File: config.mk
export PLATFORM = sky130hd
export DESIGN_NAME = usb_xfer_ctrl
export DESIGN_NICKNAME = d
export VERILOG_FILES = /design/src/rtl/usb_pkg.sv /design/src/rtl/usb_xfer_timer.sv /design/src/rtl/usb_xfer_ctrl.sv
export SDC_FILE = /design/constraint.sdc
export NUM_CORES = 1
export LEC_CHECK = 0
export CORE_ASPECT_RATIO = 1.4
export CORE_UTILIZATION = 36
export DETAILED_ROUTE_END_ITERATION = 10
export GPL_ROUTABILITY_DRIVEN = 0
export SYNTH_ARGS = -nofsm -noshare
export SYNTH_HDL_FRONTEND = slang
export SYNTH_HIERARCHICAL = 1
export SYNTH_SLANG_ARGS = --single-unit
File: constraint.sdc
create_clock -name clk -period 3.05 [get_ports clk]
set_input_delay 0.61 -clock clk [delete_from_list [all_inputs] [get_ports clk]]
set_output_delay 0.61 -clock clk [all_outputs]
set_load 0.005 [all_outputs]
File: src/rtl/usb_pkg.sv
// Shared types and constants for the USB device transaction sequencer.
package usb_pkg;

    typedef enum logic [2:0] {
        PID_NONE  = 3'd0,
        PID_OUT   = 3'd1,
        PID_IN    = 3'd2,
        PID_DATA0 = 3'd3,
        PID_DATA1 = 3'd4,
        PID_ACK   = 3'd5,
        PID_NAK   = 3'd6,
        PID_STALL = 3'd7
    } pid_t;

    typedef enum logic [2:0] {
        ST_IDLE,
        ST_OUT_WAIT,
        ST_SEND,
        ST_TX_BUSY,
        ST_IN_WAIT_ACK
    } xfer_state_t;

    // Terminal count of the response timer: last count value before timeout fires.
    function automatic int timeout_cycles(input int clks_per_bit, input int timeout_bits);
        return clks_per_bit * timeout_bits - 1;
    endfunction

endpackage

File: src/rtl/usb_xfer_timer.sv
// Response timer: counts clk cycles while enabled, saturates at terminal count.
module usb_xfer_timer
    import usb_pkg::*;
#(
    parameter int CLKS_PER_BIT = 8,
    parameter int TIMEOUT_BITS = 18
) (
    input  logic clk,
    input  logic n_rst,
    input  logic clear,
    input  logic enable,
    output logic timeout
);

    localparam int TC = timeout_cycles(CLKS_PER_BIT, TIMEOUT_BITS);
    localparam int W  = $clog2(TC) + 1;

    logic [W-1:0] count;

    assign timeout = (count == W'(TC));

    // Counter holds at terminal count so a deferred timeout is not lost.
    always_ff @(posedge clk or negedge n_rst) begin
        if (!n_rst) begin
            count <= '0;
        end else if (clear) begin
            count <= '0;
        end else if (enable && !timeout) begin
            count <= count + W'(1);
        end
    end

endmodule

File: src/rtl/usb_xfer_ctrl.sv
// Device-side transaction sequencer: token/data decode, handshake responses,
// DATA0/DATA1 toggle tracking and data buffer arbitration.
module usb_xfer_ctrl
    import usb_pkg::*;
#(
    parameter int CLKS_PER_BIT = 8,
    parameter int TIMEOUT_BITS = 18
) (
    input  logic       clk,
    input  logic       n_rst,
    input  logic [2:0] rx_packet,
    input  logic       rx_data_ready,
    input  logic       rx_transfer_active,
    input  logic       rx_error,
    input  logic       tx_transfer_active,
    input  logic       tx_error,
    input  logic [6:0] buffer_occupancy,
    input  logic       host_tx_loaded,
    input  logic       host_rx_taken,
    output logic [2:0] tx_packet,
    output logic       tx_start,
    output logic       d_mode,
    output logic       store_inhibit,
    output logic       flush,
    output logic       rx_data_avail,
    output logic       tx_done,
    output logic       xfer_error
);

    xfer_state_t state, state_next;
    logic tx_tgl, tx_tgl_next, rx_tgl, rx_tgl_next;
    logic nak_pend, nak_pend_next, flush_pend, flush_pend_next;
    logic tx_active_q;
    logic [2:0] tx_packet_next;
    logic tx_start_next, d_mode_next, store_inhibit_next, flush_next;
    logic rx_data_avail_next, tx_done_next, xfer_error_next;
    logic flush_req, avail_set, timer_timeout;

    pid_t rx_pid;
    logic pkt_ok, is_data, tx_fall, timeout, sent_data, busy_out;

    assign rx_pid    = pid_t'(rx_packet);
    assign pkt_ok    = rx_data_ready & ~rx_error;
    assign is_data   = (rx_pid == PID_DATA0) || (rx_pid == PID_DATA1);
    assign tx_fall   = tx_active_q & ~tx_transfer_active;
    // A timeout is held off while a packet is still arriving.
    assign timeout   = timer_timeout & ~rx_transfer_active;
    assign sent_data = (tx_packet == PID_DATA0) || (tx_packet == PID_DATA1);
    assign busy_out  = rx_data_avail | host_tx_loaded;

    usb_xfer_timer #(
        .CLKS_PER_BIT(CLKS_PER_BIT),
        .TIMEOUT_BITS(TIMEOUT_BITS)
    ) u_timer (
        .clk    (clk),
        .n_rst  (n_rst),
        .clear  (state_next != state),
        .enable ((state == ST_OUT_WAIT) || (state == ST_IN_WAIT_ACK)),
        .timeout(timer_timeout)
    );

    // Next-state, toggle and registered-output decode.
    always_comb begin
        state_next         = state;
        tx_tgl_next        = tx_tgl;
        rx_tgl_next        = rx_tgl;
        nak_pend_next      = nak_pend;
        tx_packet_next     = tx_packet;
        tx_start_next      = 1'b0;
        d_mode_next        = d_mode;
        store_inhibit_next = store_inhibit;
        tx_done_next       = 1'b0;
        xfer_error_next    = xfer_error;
        flush_req          = 1'b0;
        avail_set          = 1'b0;

        case (state)
            ST_IDLE: begin
                if (pkt_ok && rx_pid == PID_OUT) begin
                    xfer_error_next    = 1'b0;
                    nak_pend_next      = busy_out;
                    store_inhibit_next = busy_out;
                    state_next         = ST_OUT_WAIT;
                end else if (pkt_ok && rx_pid == PID_IN) begin
                    xfer_error_next = 1'b0;
                    if (host_tx_loaded && buffer_occupancy != 7'd0)
                        tx_packet_next = tx_tgl ? PID_DATA1 : PID_DATA0;
                    else
                        tx_packet_next = PID_NAK;
                    state_next = ST_SEND;
                end
            end
            ST_OUT_WAIT: begin
                if (rx_data_ready && is_data) begin
                    if (rx_error) begin
                        flush_req          = 1'b1;
                        xfer_error_next    = 1'b1;
                        store_inhibit_next = 1'b0;
                        state_next         = ST_IDLE;
                    end else if (nak_pend) begin
                        tx_packet_next     = PID_NAK;
                        store_inhibit_next = 1'b0;
                        state_next         = ST_SEND;
                    end else if ((rx_pid == PID_DATA1) == rx_tgl) begin
                        tx_packet_next = PID_ACK;
                        avail_set      = 1'b1;
                        rx_tgl_next    = ~rx_tgl;
                        state_next     = ST_SEND;
                    end else begin
                        // Host retried a packet we already accepted: ACK it, drop the copy.
                        tx_packet_next = PID_ACK;
                        flush_req      = 1'b1;
                        state_next     = ST_SEND;
                    end
                end else if (timeout) begin
                    flush_req          = ~nak_pend;
                    xfer_error_next    = 1'b1;
                    store_inhibit_next = 1'b0;
                    state_next         = ST_IDLE;
                end
            end
            ST_SEND: begin
                tx_start_next = 1'b1;
                d_mode_next   = 1'b1;
                state_next    = ST_TX_BUSY;
            end
            ST_TX_BUSY: begin
                if (tx_error) begin
                    xfer_error_next = 1'b1;
                    d_mode_next     = 1'b0;
                    state_next      = ST_IDLE;
                end else if (tx_fall) begin
                    d_mode_next = 1'b0;
                    state_next  = sent_data ? ST_IN_WAIT_ACK : ST_IDLE;
                end
            end
            ST_IN_WAIT_ACK: begin
                if (rx_data_ready) begin
                    if (pkt_ok && rx_pid == PID_ACK) begin
                        tx_tgl_next  = ~tx_tgl;
                        tx_done_next = 1'b1;
                        flush_req    = 1'b1;
                    end else begin
                        xfer_error_next = 1'b1;
                    end
                    state_next = ST_IDLE;
                end else if (timeout) begin
                    xfer_error_next = 1'b1;
                    state_next      = ST_IDLE;
                end
            end
            default: state_next = ST_IDLE;
        endcase

        // Host read completion frees the buffer, unless new data lands this same cycle.
        if (host_rx_taken && !avail_set)
            flush_req = 1'b1;
        rx_data_avail_next = avail_set ? 1'b1 : (host_rx_taken ? 1'b0 : rx_data_avail);

        // Flush is pushed one cycle past tx_start so the two never coincide.
        if (tx_start_next) begin
            flush_next      = 1'b0;
            flush_pend_next = flush_pend | flush_req;
        end else begin
            flush_next      = flush_pend | flush_req;
            flush_pend_next = 1'b0;
        end
    end

    // State, toggles and registered outputs.
    always_ff @(posedge clk or negedge n_rst) begin
        if (!n_rst) begin
            state         <= ST_IDLE;
            tx_tgl        <= 1'b0;
            rx_tgl        <= 1'b0;
            nak_pend      <= 1'b0;
            flush_pend    <= 1'b0;
            tx_active_q   <= 1'b0;
            tx_packet     <= 3'd0;
            tx_start      <= 1'b0;
            d_mode        <= 1'b0;
            store_inhibit <= 1'b0;
            flush         <= 1'b0;
            rx_data_avail <= 1'b0;
            tx_done       <= 1'b0;
            xfer_error    <= 1'b0;
        end else begin
            state         <= state_next;
            tx_tgl        <= tx_tgl_next;
            rx_tgl        <= rx_tgl_next;
            nak_pend      <= nak_pend_next;
            flush_pend    <= flush_pend_next;
            tx_active_q   <= tx_transfer_active;
            tx_packet     <= tx_packet_next;
            tx_start      <= tx_start_next;
            d_mode        <= d_mode_next;
            store_inhibit <= store_inhibit_next;
            flush         <= flush_next;
            rx_data_avail <= rx_data_avail_next;
            tx_done       <= tx_done_next;
            xfer_error    <= xfer_error_next;
        end
    end

endmodule

# --- Word-level counts from Yosys, hierarchy flattened ---
# Cells that the tools add are included.
totals:
  register_bits: 27
  out_inout_bits: 10
  word_cells: 137
classes:
  add_sub_neg: 1
  n_eq_ne: 26
  muxes: 58
  bitwise: 11
  reduce_logical: 26
ops:
  columns: ["cell", "n"]
  rows:
  - ["$mux 3", 14]
  - ["$mux 1", 34]
  - ["$mux 9", 2]
  - ["$eq 3x2->1 const B", 5]
  - ["$pmux 3 s5", 1]
  - ["$reduce_and 5->1", 3]
  - ["$eq 3x3->1 const B", 4]
  - ["$ne 3x3->1 const B", 4]
  - ["$ne 2x2->1 const B", 5]
  - ["$add 9x1->9 const B", 1]
  - ["$eq 9x8->1 const B", 1]
  - ["$reduce_bool 2->1", 4]
  - ["$logic_and 1x1->1", 7]
  - ["$reduce_bool 7->1", 1]
  - ["$eq 3x1->1 const B", 2]
  - ["$not 1->1", 6]
  - ["$pmux 1 s2", 3]
  - ["$pmux 3 s2", 1]
  - ["$mux 2", 2]
  - ["$ne 4x4->1 const B", 1]
  - ["$pmux 1 s4", 1]
  - ["$reduce_and 2->1", 2]
  - ["$reduce_and 4->1", 1]
  - ["$reduce_bool 4->1", 1]
  - ["other kinds (10)", 16]

# --- Depth between registers and ports, before layout ---
# Gate-level depths: netlist of run 1.
depth:
  ltp_word: 12
  depth_mapped: 12

# --- Hierarchy ---
# Netlist of run 1, hierarchy kept.
modules_own_cells:
  columns: ["module", "n_inst", "cells_per_inst", "area_per_inst_um2", "seq_area_each_um2"]
  rows:
  - ["usb_xfer_ctrl", 1, 115, 1099.8, 450.4]
  - ["usb_xfer_timer", 1, 54, 521.8, 225.2]

# --- Worst setup path after synthesis of run 1 ---
# OpenSTA, ideal clock, no wires.
synth_timing:
  kind: "register -> register"
  start: "register u_timer.count[0]"
  end: "register u_timer.count[1]"
  setup_time_ns: 0.079
  arrival_time_ns: 2.307
  t_required_ns: 2.971
  slack_ns: 0.664
  stages_incl_launch_ff: 13
  path_buffers: 1
  period_less_slack_ns: 2.386
  path_cell_list: "dfrtp_1 ha_1 and4_1 and2_2 and2b_1 nor2_1 nand2_1 o2bb2ai_1 a311o_1 clkbuf_1 inv_1 nand2_1 mux2i_1"
synth_via:
  elab_chain_cells: 7
  word_cells_on_any_way: 13
synth_lines:
  columns: ["item", "line", "source"]
  rows:
  - ["from (decl)", "usb_xfer_timer.sv:18", "logic [W-1:0] count;"]
  - ["from (signal assigned)", "usb_xfer_timer.sv:29", "count <= count + W'(1);"]
  - ["$eq 9x8->1 (*)", "usb_xfer_timer.sv:20", "assign timeout = (count == W'(TC));"]
  - ["named net timer_timeout", "usb_xfer_ctrl.sv:37", "logic flush_req, avail_set, timer_timeout;"]
  - ["$and 1x1->1", "usb_xfer_ctrl.sv:47", "assign timeout = timer_timeout & ~rx_transfer_active;"]
  - ["$mux 3", "usb_xfer_ctrl.sv:115, usb_xfer_ctrl.sv:147", null]
  - ["$mux 3 (on tied branches)", "usb_xfer_ctrl.sv:138, usb_xfer_ctrl.sv:94", null]
  - ["$pmux 3 s5", "usb_xfer_ctrl.sv:77", "case (state)"]
  - ["$ne 3x3->1", "usb_xfer_ctrl.sv:57", ".clear (state_next != state),"]
  - ["$mux 9 or $reduce_bool 2->1 (tied branches)", null, null]
# Mark *: on every way through the listed nets, which the timed path passes. The rest lies on a longest branch. The select of a mux whose other input is x is not followed.
# A chain may end at the register's enable or synchronous reset.

# --- Worst setup path after layout of run 1 ---
layout_timing:
  start: "register u_timer.count[0]"
  end: "register u_timer.count[0]"
# Same word-level chain as after synthesis.

==> key figures, run 1 <==
Synth
  – EDFF count, synth: 0
  – Portion of the post-synthesis area used by sequential elements: 41.7%
  – Synthesis-stage register bit count: 27
  – Compound-cell area share of the yosys netlist: 18.1%
  – Cells taking the most area after synthesis: sky130_fd_sc_hd__dfrtp_1, sky130_fd_sc_hd__mux2_2, sky130_fd_sc_hd__nand2_1
  – Total number of yosys warnings: 6
  – Largest family of logic cells by synthesized area: simple AND/OR/NAND/NOR gates
  – Area fraction in and, or, nand and nor cells after synthesis: 29.4%
  – Flip-flop cell with the highest count after synthesis: sky130_fd_sc_hd__dfrtp_1
  – Cell count after synthesis: 169
  – Adder-Cell Fraction of Synth Area: 0.772%
  – Ys async rst share: 100%
  – XOR/XNOR Fraction of Synth Area: 1.62%
  – Multiplexer share of the synthesized area: 5.48%
  – Distinct cell type count after synthesis: 53
  – Share of Yosys cell area claimed by the top area cell type: 41.7%
  – Mean Syn Cell Area: 9.60 sq um
  – Synth area leader: sky130_fd_sc_hd__dfrtp_1
  – Mapped Area: 1620 sq um
  – Syn_nets: 189

Place
  – Number of placed instances with taps included: 255
  – HPWL after detailed placement: 3.06 mm
  – Place WS: 0.234 ns
  – Buffers on Ports: 28
  – Placement-stage cell area: 1960 sq um

Layout
  – Most flop-heavy register: u_timer/count
  – Diodes inserted: 0
  – Leading cell type in the layout, fill and taps excluded: sky130_fd_sc_hd__clkdlybuf4s50_1
  – Post-route design area: 2000 sq um
  – Max FFs per register: 9
  – Most frequent cells in the layout: sky130_fd_sc_hd__clkdlybuf4s50_1, sky130_fd_sc_hd__dfrtp_1, sky130_fd_sc_hd__nand2_1
  – Area grow syn2layout: 23.6%
  – Final net count: 220
  – Largest registers ranked by flip-flop count: u_timer/count: 9 flops, state: 3 flops, tx_packet: 3 flops
  – Post-Layout Cell Count: 259
  – Share of cells above drive strength 1: 14.1%

Critical path
  – Worst reg2reg startpoint: u_timer/count[0]
  – Kind of launch point of the worst setup path: flop
  – Critical path endpoint category: flop
  – Required time of the critical path: 3.27 ns
  – Top fanout value on the critical path: 12
  – Crit path kind: reg -> reg
  – Reg2reg end: u_timer/count[0]
  – Critical path data arrival time: 2.81 ns
  – Worst R2R Path Depth: 11
  – R2R setup slack: 0.46 ns

Clock network
  – Deepest clock path buffer count: 2
  – Number of setup buffers added after CTS: 0
  – Number of buffers created by CTS: 3
  – Clock tree from TritonCTS: done
  – Depth of the CTS H-tree: 1
  – PostCTS Resize Cnt: 0
  – Number of sinks on the clock net: 27
  – Reg clk slew, reported paths: 0.10 ns
  – Worst-skew pair later-pin latency: 0.27 ns
  – Hold-fix buffers at CTS: 0
  – Clock root buffer master: sky130_fd_sc_hd__clkbuf_8

Global route
  – Remaining global-route overflow: 0
  – All-Layer GR Usage: 18.3%
  – Global-route wire length before repair: 6.65 mm
  – Largest net degree at the start of global routing: 28
  – Antenna violations before repair: 0
  – Via count of the first global-routing pass: 1441

STA
  – Max-slew violations: 0
  – Setup ws final: 0.460 ns
  – Fraction of the cycle the final worst path needs: 84.9%
  – Hold violation total from the final report: 0
  – Setup Viol. Count Final: 0
  – Hold Worst Slack: 0.484 ns
  – Post-layout min period: 2.59 ns
  – Pin slew with the least headroom to its limit: 0.408 ns
  – Slew margin rel.: 72.7%
  – Final worst clock skew: 0.00650 ns
  – Final-layout setup total negative slack: 0 ns
  – RSZ-0062 raised after global routing: false
  – Fmax: 386 MHz

Routing
  – Routed via count: 1449
  – Remaining DRCs: 0
  – ANT nets after route: 0
  – Number of search-and-repair iterations in the first detailed-routing pass: 4
  – Ratio of routed vias to standard cells: 5.59
  – DRT Wirelength: 3.93 mm
  – Average wire per standard cell: 15.2 microns
  – Iteration-0 DRC count of the detailed router: 83

Floorplan
  – Number of core rows: 28
  – Die Outline Area: 4780 sq um
  – Vert. Die Dim: 81.4 microns
  – Effective utilization at floorplan: 37.9%
  – Standard cell core area: 4270 sq um
  – Horizontal die dimension: 58.7 microns
  – I/O pin count: 29

Pwr
  – Power per cell area: 654 nW/um^2
  – Total leakage power: 0.000795 uW
  – Worst ir drop on vdd: 257 uV

Worst hold path
  – Critical hold path startpoint: d_mode
  – End of the worst hold path: d_mode
  – Classification of the worst-slack hold path: reg -> reg
  – Instance count along the most critical hold path: 1

Job
  – Number of max-capacitance violations reported: 0

Outcome
  – Outcome: finished, final reports clean
report_power, final:
part	internal, uW	switching, uW
Combinational	282	280
Sequential	441	100
Clock	91.6	116
layout make-up:
| class | count | area (sq um) |
|---|---|---|
| fill | 433 | 2270 |
| multi-input combinational | 134 | 897 |
| sequential | 27 | 676 |
| timing repair buffer | 30 | 295 |
| tap | 60 | 75.1 |
| clock buffer | 3 | 41.3 |
| inverter | 4 | 15.0 |
| clock inverter | 1 | 5.00 |
per-stage QoR:
step	util (%)	total power (uW)
3_5_place_dp	45.8	1110
5_1_grt	46.9	1410
2_1_floorplan	-	892
3_3_place_gp	45.8	1090
4_1_cts	46.9	1320
6_report	46.9	1310
cell families (layout without fill, tap and decap cells):
kind of cell | after synthesis | count (layout)
AND/OR/NAND/NOR | 85 | 85
AO/OA/AOI/OAI | 37 | 37
flip-flops | 27 | 27
multiplexers | 8 | 8
buffers and inverters | 8 | 38
XOR/XNOR | 3 | 3
adder cells (fa/ha/maj) | 1 | 1
how the worst max path moves through the flow:
stage	startpoint	endpoint	slack, ns	cells past startpoint
2_1_floorplan	u_timer/count[0]	u_timer/count[1]	0.66	12
3_3_place_gp	rx_packet[2]	u_timer/count[0]	0.29	9
3_5_place_dp	rx_packet[2]	u_timer/count[0]	0.23	9
4_1_cts	u_timer/count[0]	u_timer/count[1]	0.46	12
5_1_grt	u_timer/count[0]	u_timer/count[1]	0.28	12
6_report	u_timer/count[0]	u_timer/count[0]	0.46	11
metal layers:
metal / global-route usage (%) / wire length [microns]
met5: 0 / 0
met3: 2.68 / 148
met2: 33.9 / 2120
met4: 8.33 / 100
met1: 20.1 / 1560
worst max-delay path, stage by stage, from the launching register on:
cell,delay (ns)
sky130_fd_sc_hd__dfrtp_1,0.43
sky130_fd_sc_hd__ha_1,0.25
sky130_fd_sc_hd__and4_1,0.27
sky130_fd_sc_hd__and2_2,0.18
sky130_fd_sc_hd__and2b_1,0.22
sky130_fd_sc_hd__nor2_1,0.22
sky130_fd_sc_hd__nand2_1,0.08
sky130_fd_sc_hd__o2bb2ai_1,0.13
sky130_fd_sc_hd__a311o_1,0.31
sky130_fd_sc_hd__buf_4,0.18
sky130_fd_sc_hd__nor2b_1,0.13
sky130_fd_sc_hd__mux2_2,0.15
cells in the mapped netlist, types with 2 or more instances:
| cell | n |
|---|---|
| sky130_fd_sc_hd__nand2b_1 | 5 |
| sky130_fd_sc_hd__dfrtp_1 | 27 |
| sky130_fd_sc_hd__o31ai_1 | 2 |
| sky130_fd_sc_hd__xnor2_1 | 2 |
| sky130_fd_sc_hd__o21ai_0 | 5 |
| sky130_fd_sc_hd__inv_1 | 3 |
| sky130_fd_sc_hd__nor3_1 | 4 |
| sky130_fd_sc_hd__nand4_1 | 2 |
| sky130_fd_sc_hd__a31oi_1 | 2 |
| sky130_fd_sc_hd__o41ai_1 | 2 |
| sky130_fd_sc_hd__a21oi_1 | 11 |
| sky130_fd_sc_hd__o211ai_1 | 2 |
| sky130_fd_sc_hd__mux2_2 | 7 |
| sky130_fd_sc_hd__nand4b_1 | 2 |
| sky130_fd_sc_hd__buf_6 | 2 |
| sky130_fd_sc_hd__or3_1 | 2 |
| sky130_fd_sc_hd__nand3_1 | 10 |
| sky130_fd_sc_hd__nor2b_1 | 6 |
| sky130_fd_sc_hd__nand2_1 | 20 |
| sky130_fd_sc_hd__or4_1 | 3 |
| sky130_fd_sc_hd__nor3b_1 | 4 |
| sky130_fd_sc_hd__nor2_1 | 15 |
Note: power is estimated with default switching activity, not from simulation.
==> run 2: changes to the inputs <==
Clock period 3.05 ns to 2.6 ns, I/O delays scaled along.
==> run 2 against run 1 <==
  * Total power grew 22%
  * Die area is the same
  * Global-route usage rose by 0.76 points
  * Fmax increased by 9.7%
  * Highest routed layer unchanged
==> key figures, run 2 (synthesized netlist as in run 1, its figures left out) <==
STA
  – Post-layout min period: 2.36 ns (-0.228 ns)
  – Fraction of the cycle the final worst path needs: 90.8% (+5.9 points)
  – Setup ws final: 0.238 ns (-0.222 ns)
  – Slew margin rel.: 72.0% (-0.74 points)
  – Max-slew violations: 0 (unchanged)
  – RSZ-0062 raised after global routing: false
  – Final worst clock skew: 0.00341 ns (-0.00309 ns)
  – Pin slew with the least headroom to its limit: 0.419 ns (+0.0104 ns)
  – Hold violation total from the final report: 0 (unchanged)
  – Fmax: 423 MHz (+9.7%)
  – Setup Viol. Count Final: 0 (unchanged)

Floorplan
  – Horizontal die dimension: 58.7 microns (unchanged)
  – Standard cell core area: 4270 sq um (unchanged)
  – I/O pin count: 29 (unchanged)
  – Number of core rows: 28 (unchanged)
  – Vert. Die Dim: 81.4 microns (unchanged)
  – Die Outline Area: 4780 sq um (unchanged)
  – Effective utilization at floorplan: 37.9% (unchanged)

Layout
  – Final net count: 238 (+8.2%)
  – Area grow syn2layout: 32.3%
  – Combined flip-flop and latch cell area: 676 sq um (unchanged)
  – Largest registers ranked by flip-flop count: u_timer/count: 9 flops, state: 3 flops, tx_packet: 3 flops
  – Post-route design area: 2140 sq um (+7.0%)
  – Total area of multi-input combinational cells: 903 sq um (+0.70%)
  – Most flop-heavy register: u_timer/count
  – Layout filler cell count: 422 (-2.5%)
  – Max FFs per register: 9 (unchanged)
  – Diodes inserted: 0 (unchanged)
  – Share of cells above drive strength 1: 22.1% (+8.0 points)
  – Leading cell type in the layout, fill and taps excluded: sky130_fd_sc_hd__clkdlybuf4s50_1
  – Util after Layout: 50.2% (+3.3 points)
  – Most frequent cells in the layout: sky130_fd_sc_hd__clkdlybuf4s50_1, sky130_fd_sc_hd__dfrtp_1, sky130_fd_sc_hd__nand2_1, sky130_fd_sc_hd__buf_4, sky130_fd_sc_hd__nor2_1

Critical path
  – Critical path data arrival time: 2.56 ns (-0.25 ns)
  – Critical path endpoint category: flop
  – Kind of launch point of the worst setup path: flop
  – Required time of the critical path: 2.80 ns (-0.47 ns)
  – Crit path kind: reg -> reg
  – Top fanout value on the critical path: 5 (-7)

Clock network
  – Clock root buffer master: sky130_fd_sc_hd__clkbuf_8
  – Number of buffers created by CTS: 3 (unchanged)
  – Reg clk slew, reported paths: 0.09 ns (about the same)
  – Clock tree from TritonCTS: done
  – Worst-skew pair later-pin latency: 0.27 ns (about the same)
  – Depth of the CTS H-tree: 1 (unchanged)
  – Deepest clock path buffer count: 2 (unchanged)
  – Number of sinks on the clock net: 27 (unchanged)
  – Hold-fix buffers at CTS: 0 (unchanged)

Routing
  – Ratio of routed vias to standard cells: 5.23 (-6.5%)
  – ANT nets after route: 0 (unchanged)
  – Iteration-0 DRC count of the detailed router: 62 (-25%)
  – DRT Wirelength: 4.12 mm (+4.7%)
  – Number of search-and-repair iterations in the first detailed-routing pass: 4 (unchanged)
  – Routed via count: 1449 (unchanged)
  – Average wire per standard cell: 14.9 microns (-2.1%)
  – Remaining DRCs: 0 (unchanged)

Place
  – Buffers on Ports: 28 (unchanged)
  – Place WS: -0.00226 ns (-0.237 ns)
  – Placement-stage cell area: 2080 sq um (+6.1%)
  – HPWL after detailed placement: 3.22 mm (+5.2%)

Pwr
  – Power per cell area: 745 nW/um^2 (+14%)
  – Worst ir drop on vdd: 359 uV (+40%)
  – Total leakage power: 0.000881 uW (+11%)

Global route
  – Via count of the first global-routing pass: 1482 (+2.8%)
  – Antenna violations before repair: 0 (unchanged)
  – Global-route wire length before repair: 6.78 mm (+2.0%)
  – All-Layer GR Usage: 19.0% (+0.76 points)
  – Largest net degree at the start of global routing: 28 (unchanged)
  – Remaining global-route overflow: 0 (unchanged)

Worst hold path
  – Classification of the worst-slack hold path: reg -> reg

Job
  – Number of max-capacitance violations reported: 0 (unchanged)

Outcome
  – Outcome: finished, final reports clean
[run 2: final timing paths]
check | start | to | slack, ns | cells past startpoint
worst max-delay path | u_timer/count[0] | u_timer/count[1] | 0.24 | 10
max in group asynchronous | n_rst | tx_active_q | 1.71 | 2
worst min-delay path | d_mode | d_mode | 0.49 | 1
worst min register to register | d_mode | d_mode | 0.49 | 1
min in group asynchronous | n_rst | flush | 0.62 | 2
worst max register to register | u_timer/count[0] | u_timer/count[1] | 0.24 | 10
[run 2: power breakdown]
group | leakage (uW) | switching, uW | internal (uW)
logic | 0.000506 | 379 | 382
registers | 0.000353 | 79.5 | 518
clock network | 0.0000228 | 130 | 110
total | 0.000881 | 588 | 1010
[run 2: layout make-up]
class / count / area share, %
multi-input combinational: 134 / 42.1
inverter: 4 / 0.700
sequential: 27 / 31.5
tap: 60 / 3.50
timing repair buffer: 48 / 20.1
clock buffer: 4 / 2.10
[run 2: worst max-delay path, cell delays in order (launching register included)]
cell and delay [ns]:
sky130_fd_sc_hd__dfrtp_1 0.43, sky130_fd_sc_hd__ha_2 0.22, sky130_fd_sc_hd__and4_1 0.20, sky130_fd_sc_hd__and2_2 0.16, sky130_fd_sc_hd__and2b_1 0.18, sky130_fd_sc_hd__or3_1 0.33
sky130_fd_sc_hd__a311o_2 0.37, sky130_fd_sc_hd__buf_4 0.17, sky130_fd_sc_hd__inv_1 0.06, sky130_fd_sc_hd__nand2_1 0.05, sky130_fd_sc_hd__mux2i_1 0.12
[run 2: per-layer routing]
metal	GRT usage [%]	share of wire, %	vias to the layer above	wire (microns)
met5	0	0	-	0
met4	9.05	2.5	0	104
met3	2.36	2.5	8	103
met2	34.5	54	34	2220
met1	21.7	41	690	1690
li1	-	-	717	-
[run 2: metrics by stage]
| stage | std cells | setup TNS, ns | hold slack [ns] | power (uW) |
|---|---|---|---|---|
| finish | 277 | 0 | 0.490 | 1600 |
| global route | 277 | 0 | 0.514 | 1730 |
| CTS | 275 | 0 | 0.495 | 1580 |
| detailed placement | 271 | -0.00226 | 0.473 | 1340 |
| global placement | 271 | 0 | 0.463 | 1310 |
| floorplan | 169 | 0 | 0.224 | 1050 |
[run 2: timing repair]
action | CTS | global route
endpoints found under the setup margin | 0 | 1
gates resized for setup | 0 | 3
buffers inserted | 0 | 2
==> run 3: changes to the inputs <==
Settings changed: SLEW_MARGIN from default to 20.
==> results of run 3 <==
No change in the layout: final DEF, timing and power equal those of run 2.
